File: src/rtl/wisc_pkg.sv
// Shared WISC definitions used by the fetch front end and the decode-stage
// next-PC logic: opcode constants, the NOP encoding and the fetch FSM states.
package wisc_pkg;

  localparam logic [3:0]  OPC_HLT   = 4'hF;
  localparam logic [15:0] NOP_INSTR = 16'h0000;

  typedef enum logic [1:0] {
    FETCH  = 2'd0,
    WAIT   = 2'd1,
    HALTED = 2'd2
  } fetch_state_t;

endpackage

File: src/rtl/rca_16bit.sv
// 16-bit ripple-carry adder.
// Ports: a, b - operands; cin - carry in; sum - a + b + cin (mod 2^16);
//        cout - carry out of bit 15.
module rca_16bit (
  input  logic [15:0] a,
  input  logic [15:0] b,
  input  logic        cin,
  output logic [15:0] sum,
  output logic        cout
);

  logic [16:0] carry;

  always_comb begin
    carry    = '0;
    sum      = '0;
    carry[0] = cin;
    for (int unsigned i = 0; i < 16; i++) begin
      sum[i]       = a[i] ^ b[i] ^ carry[i];
      carry[i + 1] = (a[i] & b[i]) | (carry[i] & (a[i] ^ b[i]));
    end
    cout = carry[16];
  end

endmodule

File: src/rtl/fetch_unit.sv
// Instruction-fetch front end for the 16-bit WISC pipeline.
// Owns the PC, keeps exactly one instruction-memory read outstanding, and
// hands fetched words to decode through a one-entry valid/ready slot.
// Ports:
//   clk, rst                   - clock, synchronous active-high reset
//   imem_req / imem_addr       - one-cycle read request, address = PC
//   imem_valid / imem_data     - returned instruction word
//   id_ready                   - decode consumes the slot this cycle
//   if_valid / if_instr /
//   if_pc / if_pc_plus2        - output slot contents
//   redirect_valid/redirect_pc - taken branch/jump from decode next-PC logic
//   halted                     - fetch stopped on HLT
module fetch_unit
  import wisc_pkg::*;
#(
  parameter logic [15:0] RESET_PC    = 16'h0000,
  parameter logic [3:0]  HALT_OPCODE = OPC_HLT,
  parameter logic [15:0] NOP_INSTR   = wisc_pkg::NOP_INSTR
) (
  input  logic        clk,
  input  logic        rst,
  output logic        imem_req,
  output logic [15:0] imem_addr,
  input  logic        imem_valid,
  input  logic [15:0] imem_data,
  input  logic        id_ready,
  output logic        if_valid,
  output logic [15:0] if_instr,
  output logic [15:0] if_pc,
  output logic [15:0] if_pc_plus2,
  input  logic        redirect_valid,
  input  logic [15:0] redirect_pc,
  output logic        halted
);

  fetch_state_t state;
  logic [15:0]  pc;
  logic [15:0]  pc_plus2;
  logic         squash;
  logic         slot_free;
  logic         carry_unused;

  rca_16bit u_pc_adder (
    .a    (pc),
    .b    (16'h0002),
    .cin  (1'b0),
    .sum  (pc_plus2),
    .cout (carry_unused)
  );

  // The slot counts as free when decode takes it this cycle, so a request
  // can be issued in the same cycle id_ready rises.
  always_comb begin
    slot_free = !if_valid || id_ready;
    imem_req  = !rst && (state == FETCH) && slot_free && !redirect_valid;
    imem_addr = pc;
    halted    = (state == HALTED);
  end

  always_ff @(posedge clk) begin
    if (rst) begin
      state       <= FETCH;
      pc          <= RESET_PC;
      squash      <= 1'b0;
      if_valid    <= 1'b0;
      if_instr    <= NOP_INSTR;
      if_pc       <= '0;
      if_pc_plus2 <= '0;
    end else begin
      if (if_valid && id_ready) begin
        if_valid <= 1'b0;
        if_instr <= NOP_INSTR;
      end

      if (redirect_valid) begin
        pc       <= redirect_pc;
        if_valid <= 1'b0;
        if_instr <= NOP_INSTR;
        case (state)
          WAIT: begin
            // Data arriving with the redirect is wrong-path; otherwise the
            // pending read must be dropped when it eventually returns.
            if (imem_valid) begin
              state  <= FETCH;
              squash <= 1'b0;
            end else begin
              squash <= 1'b1;
            end
          end
          HALTED:  state <= FETCH;
          default: state <= FETCH;
        endcase
      end else begin
        case (state)
          FETCH: begin
            if (slot_free) state <= WAIT;
          end
          WAIT: begin
            if (imem_valid) begin
              if (squash) begin
                squash <= 1'b0;
                state  <= FETCH;
              end else begin
                if_valid    <= 1'b1;
                if_instr    <= imem_data;
                if_pc       <= pc;
                if_pc_plus2 <= pc_plus2;
                if (imem_data[15:12] == HALT_OPCODE) begin
                  state <= HALTED;
                end else begin
                  pc    <= pc_plus2;
                  state <= FETCH;
                end
              end
            end
          end
          HALTED:  state <= HALTED;
          default: state <= FETCH;
        endcase
      end
    end
  end

endmodule

File: config.mk
export PLATFORM = sky130hd
export DESIGN_NAME = fetch_unit
export DESIGN_NICKNAME = d
export VERILOG_FILES = /design/src/rtl/wisc_pkg.sv /design/src/rtl/rca_16bit.sv /design/src/rtl/fetch_unit.sv
export SDC_FILE = /design/constraint.sdc
export NUM_CORES = 1
export LEC_CHECK = 0
export ABC_CLOCK_PERIOD_IN_PS = 4700
export CAP_MARGIN = 20
export CORE_ASPECT_RATIO = 0.9
export CORE_MARGIN = 2
export CORE_UTILIZATION = 30
export DETAILED_ROUTE_END_ITERATION = 10
export DONT_BUFFER_PORTS = 1
export PLACE_DENSITY = 0.48
export SLEW_MARGIN = 25
export SYNTH_ARGS = -nofsm -noshare
export SYNTH_HDL_FRONTEND = slang
export SYNTH_SLANG_ARGS = --single-unit
File: constraint.sdc
create_clock -name clk -period 4.7 [get_ports clk]
set_clock_uncertainty 0.15 [all_clocks]
set_input_delay 0.94 -clock clk [delete_from_list [all_inputs] [get_ports clk]]
set_output_delay 0.94 -clock clk [all_outputs]
set_load 0.02 [all_outputs]
Word level (Yosys, flattened, before mapping)
Index checks and enable logic that the tools add are counted.

cells by class
  mux-type cells = 26
  reduce and logical (&&, ||, !) cells = 16
  bitwise gates (word level) = 30
  equality and inequality tests = 7

operator list
  operator              number
  $mux W16              9
  $mux W2               7
  $xor A1 B1 Y1         14
  $and A1 B1 Y1         13
  $mux W1               9
  $reduce_and A4 Y1     2
  $ne A2 B2 Y1 const B  3
  $pmux W2 S3           1
  $eq A4 B4 Y1 const B  1
  $logic_and A1 B1 Y1   4
  $reduce_and A2 Y1     2
  $reduce_bool A2 Y1    2
  $logic_not A1 Y1      3
  $ne A3 B3 Y1 const B  1
  $not A1 Y1            3
  $eq A2 B1 Y1 const B  1
  $eq A2 B2 Y1 const B  1
  $logic_not A2 Y1      1
  $reduce_or A2 Y1      1
  $logic_or A1 B1 Y1    1

storage, ports and cells
  bits in registers = 68
  output and inout port bits = 67
  logic and storage cells = 87
  input bits = 37

Depth between registers and ports, before layout
  depth in word-level cells = 19
  mapped depth = 16
  gate-level depth less buffers = 16

Hierarchy
From an unflattened synthesis, not the netlist that was laid out.

second synthesis, totals
  cells, all modules = 363
  area, all modules = 3286.9 µm²

modules (own cells, without submodules)
  module      sequential area each (µm²)  cells an instance  area each (µm²)  times used
  fetch_unit  1361.3                      337                2929.1           1
  rca_16bit   0.0                         26                 357.8            1

Worst setup path before layout
OpenSTA, ideal clock, no wires.

  kind = reg2reg
  from = register pc[1] (netlist: imem_addr[1])
  to = register pc[14] (netlist: imem_addr[14])
  arrival time = 3139 ps
  buffers on the path = 0
  path slack = 1307 ps
  required time = 4447 ps
  clock period less this slack = 3393 ps
  stages on the path, launching flop included = 16
  library setup time = 103 ps
  cell sequence = dfxtp_1 ha_1 ha_1 ha_1 ha_1 ha_1 ha_1 ha_1 ha_1 ha_1 ha_1 ha_1 ha_1 ha_1 nor2_1 a2111oi_2

between the ends
  cells in the longest elaborated chain, start to end = 18

RTL lines
  element                      RTL line           source
  from (decl)                  fetch_unit.sv:37   logic [15:0] pc;
  from (signal assigned)       fetch_unit.sv:76   pc <= redirect_pc;
  from (signal assigned)       fetch_unit.sv:111  pc <= pc_plus2;
  $and A1 B1 Y1 (12 in a row)  rca_16bit.sv:20    carry[i + 1] = (a[i] & b[i]) | (carry[i] & (a[i] ^ b[i]));
  $xor A1 B1 Y1                rca_16bit.sv:19    sum[i] = a[i] ^ b[i] ^ carry[i];
  named net pc_plus2[14]       fetch_unit.sv:38   logic [15:0] pc_plus2;
  $mux W16                     fetch_unit.sv:108  if (imem_data[15:12] == HALT_OPCODE) begin
  $mux W16                     fetch_unit.sv:100  if (squash) begin
  $mux W16                     fetch_unit.sv:99   if (imem_valid) begin
  $mux W16                     fetch_unit.sv:94   case (state)
  $mux W16                     fetch_unit.sv:75   if (redirect_valid) begin

The timed path passes the listed nets, and every way through them passes these cells. The select of a mux whose other input is x is not followed.
A chain may end at the register's enable or synchronous reset.

Worst setup path after layout
Ends and elaborated chain as after synthesis.

==> summary.md <==
| Metric | Value |
|---|---|
| Pwr dens | `362.5 mW/mm2` |
| Clk buf depth | `2` |
| Dominant synthesized flop cell | `dfxtp_1` |
| RSZ-0062 raised after global routing | `no` |
| Max VDD drop | `171.4 uV` |
| Non-Filler Instances | `457` |
| Initial antenna violation count | `0` |
| Port buffer count | `0` |
| CTS tree | `built` |
| Sequential share of the synthesized area | `44.33%` |
| Dpl cells | `441` |
| CP top delay family | `adder cells` |
| Hold EP | `state[0]` |
| Top cell type's share of synthesized area | `44.33%` |
| Met1 usage | `18.53%` |
| Row cnt | `34` |
| Layout cells sized above 1 | `10.88%` |
| Top cells by area, synth | `dfxtp_1 44%, a21oi_1 7.8%, nand3_1 7.4%` |
| Setup bufs post-CTS | `0` |
| # IOs | `104` |
| DIE AREA | `0.01091 mm2` |
| Core Region | `0.009742 mm2` |
| Clk_lat worst skew | `0.35 ns` |
| Hold Path Depth | `1` |
| CP bufs+invs | `0` |
| Critical Path, Cell by Cell | `ha_1, ha_1, ha_1, ha_1, ha_1, ha_1, ha_1, ha_1, ha_1, ha_1, ha_1, ha_1, ha_1, nor2_1, a2111oi_2` |
| Arr. time, crit path | `3.74 ns` |
| Total CTS buffers | `9` |
| GP Congestion | `0.7160` |
| Clock slew at reported path FFs | `0.08 ns` |
| Post-CTS resize count | `0` |
| Critical Path Max Stage Delay | `0.44 ns` |
| Count of final hold-check violations | `0` |
| Gr busiest metal | `met2` |
| Met3 Use GR | `5.701%` |
| Relative slew slack | `49.19%` |
| Critical path class | `reg2reg` |
| DR iter-0 viols | `126` |
| Gr usage total | `15.71%` |
| LEAKAGE | `1.057 nW` |
| # Max-Cap Violations | `0` |
| Die W | `109.9 um` |
| Syn Nets | `398` |
| Fmax | `274.3 MHz` |
| Vias post-DR | `2,513` |
| Net count, final | `376` |
| Number of distinct library cells after synthesis | `34` |
| Most used cell, CP | `ha_1` |
| DRC | `0` |
| Critical R2R Launch | `imem_addr[1]` |
| First-pass GRT wire length | `13.07 mm` |
| Final setup violation count | `0` |
| Starting Density | `31.06%` |
| Hold Crit Class | `reg2reg` |
| Number of vias per cell | `5.499` |
| Setup TNS | `0 ns` |
| Period minus WS final | `3.646 ns` |
| Clk sinks | `67` |
| Run status | `complete, no violations` |
| Vert. Die Dim | `99.27 um` |
| Tightest Pin Transition | `0.7579 ns` |
| Ys async rst share | `0%` |
| Largest net degree at the start of global routing | `53` |
| Top cell type by total area after synthesis | `dfxtp_1` |
| Syn Area/Cell | `8.694 um2` |
| Crit end category | `flip-flop` |
| R2R Setup Slk | `1.05 ns` |
| Syn Std Cell Area | `0.003025 mm2` |
| Startpoint Class | `flip-flop` |
| # hold bufs at CTS | `0` |
| Crit-path max FO | `6` |
| DRT Pass-1 Iters | `4` |
| Flops & latches, synth | `67` |
| CTS root buffer | `clkbuf_8` |
| Hold_sp | `state[1]` |
| R2R cell count | `15` |
| Routed len/inst | `18.61 um` |
| GR Util met2 | `26.00%` |
| DP HPWL | `5.610 mm` |
| CP max stage cell | `dfxtp_1` |
| Max Slew Vio Count | `0` |
| Synth warn | `0` |
| Layout fillers | `1,049` |
| Syn-to-layout area delta | `6.286%` |
| H-tree Lvls | `3` |
| Total gr overflow | `0` |
| Antenna Nets Post-Route | `0` |
| Routed wire length | `8.504 mm` |
| EDFF count, synth | `0` |
| Number of global-route vias before repair | `2,412` |
| Critical Path RT | `4.80 ns` |
| Diodes inserted | `0` |
| Final worst path period share | `77.58%` |
| Cell count after synthesis | `348` |
| Worst r2r dst | `imem_addr[14]` |
==> per-layer routing <==
metal / part of all wire [%] / vias to the layer above / wire (um)
met1: 43 / 1231 / 3653
met4: 1.4 / 0 / 117
met3: 6.9 / 9 / 583
met5: 0 / - / 0
met2: 49 / 57 / 4150
li1: - / 1216 / -
==> cell families (layout without fill, tap and decap cells) <==
kind of cell               count (synthesis)  in the layout  share of synthesized area (%)
and+or+nand+nor                          117            117                          19.73
AOI/OAI and AO/OA                        110            110                          23.74
DFF                                       67             67                          44.33
buffers and inverters                     39             22                          6.203
adders and majority gates                 13             13                          5.376
xor gates and xnor gates                   1              1                         0.2895
muxes                                      1              1                         0.3309
==> state kept, by name, summed over array words and instances (netlist names) <==
| signal | count |
|---|---|
| if_instr | 16 |
| if_pc | 16 |
| imem_addr | 16 |
| if_pc_plus2 | 15 |
| state | 2 |
| if_valid | 1 |
| squash | 1 |
==> metrics by stage <==
step	power (mW)	cell area, um2	hold slack, ns	worst slack [ns]	utilization [%]
2_1_floorplan	0.7272	3025	0.3064	1.307	-
3_3_place_gp	0.7411	3035	0.3492	1.111	31.16
5_1_grt	1.223	3216	0.3930	0.9075	33.01
3_5_place_dp	0.7431	3037	0.3613	1.074	31.17
6_report	1.166	3216	0.3550	1.054	33.01
4_1_cts	1.185	3216	0.3611	1.035	33.01
==> cells in the mapped netlist (2+ instances only) <==
cell / instances
buf_4: 5
dfxtp_1: 67
a2111oi_0: 3
clkbuf_1: 23
nor2b_1: 16
ha_1: 13
nor3_1: 2
buf_2: 6
a21oi_1: 47
o21ai_0: 30
a31oi_1: 2
inv_1: 2
and3b_1: 2
or3_1: 2
nand4_1: 2
nand3_1: 45
buf_6: 2
a2111oi_2: 11
nor2_1: 21
nand2_1: 19
a211oi_1: 14
or2_2: 2
==> cells in the final DEF, fill, tap and decap left out, types with 2 or more instances in the layout <==
cell type and n:
ha_1 13, clkinv_2 4, nor2b_1 16, nand4_1 2, a2111oi_0 3, or3_1 2
a211oi_1 14, dfxtp_1 67, or2_2 2, nand3_1 45, nor2_1 20, buf_4 4
a2111oi_2 11, clkbuf_8 11, o21ai_0 30, inv_1 2, nor3_1 2, a31oi_1 2
nand2_1 19, a21oi_1 47
==> how the worst max path moves through the flow <==
stage | startpoint | to | cells past startpoint
after floorplan | imem_addr[1] | imem_addr[14] | 15
after global placement | imem_addr[1] | imem_addr[14] | 15
after detailed placement | imem_addr[1] | imem_addr[14] | 15
after CTS | imem_addr[1] | imem_addr[14] | 15
after global routing | imem_addr[1] | imem_addr[14] | 15
final | imem_addr[1] | imem_addr[14] | 15
==> final cells by class <==
type	instances	area, um2	share of cell area (%)
tap	126	157.7	4.903
timing repair buffer	4	30.03	0.9339
inverter	2	7.507	0.2335
clock buffer	11	151.4	4.708
multi-input combinational	242	1500	46.65
sequential	67	1341	41.71
clock inverter	5	27.53	0.8560
==> worst reg2reg max path: stages, from the launching register on <==
cell and delay [ns]:
dfxtp_1 0.44, ha_1 0.26, ha_1 0.17, ha_1 0.17, ha_1 0.18, ha_1 0.19
ha_1 0.18, ha_1 0.19, ha_1 0.19, ha_1 0.18, ha_1 0.20, ha_1 0.19
ha_1 0.18, ha_1 0.29, nor2_1 0.05, a2111oi_2 0.33
==> power breakdown <==
group	switching, mW	total (mW)	internal (mW)
sequential	0.0453	0.631	0.586
clock	0.222	0.439	0.216
combinational	0.0596	0.0953	0.0357
total	0.327	1.17	0.838
Note: power is estimated with default switching activity, not from simulation.
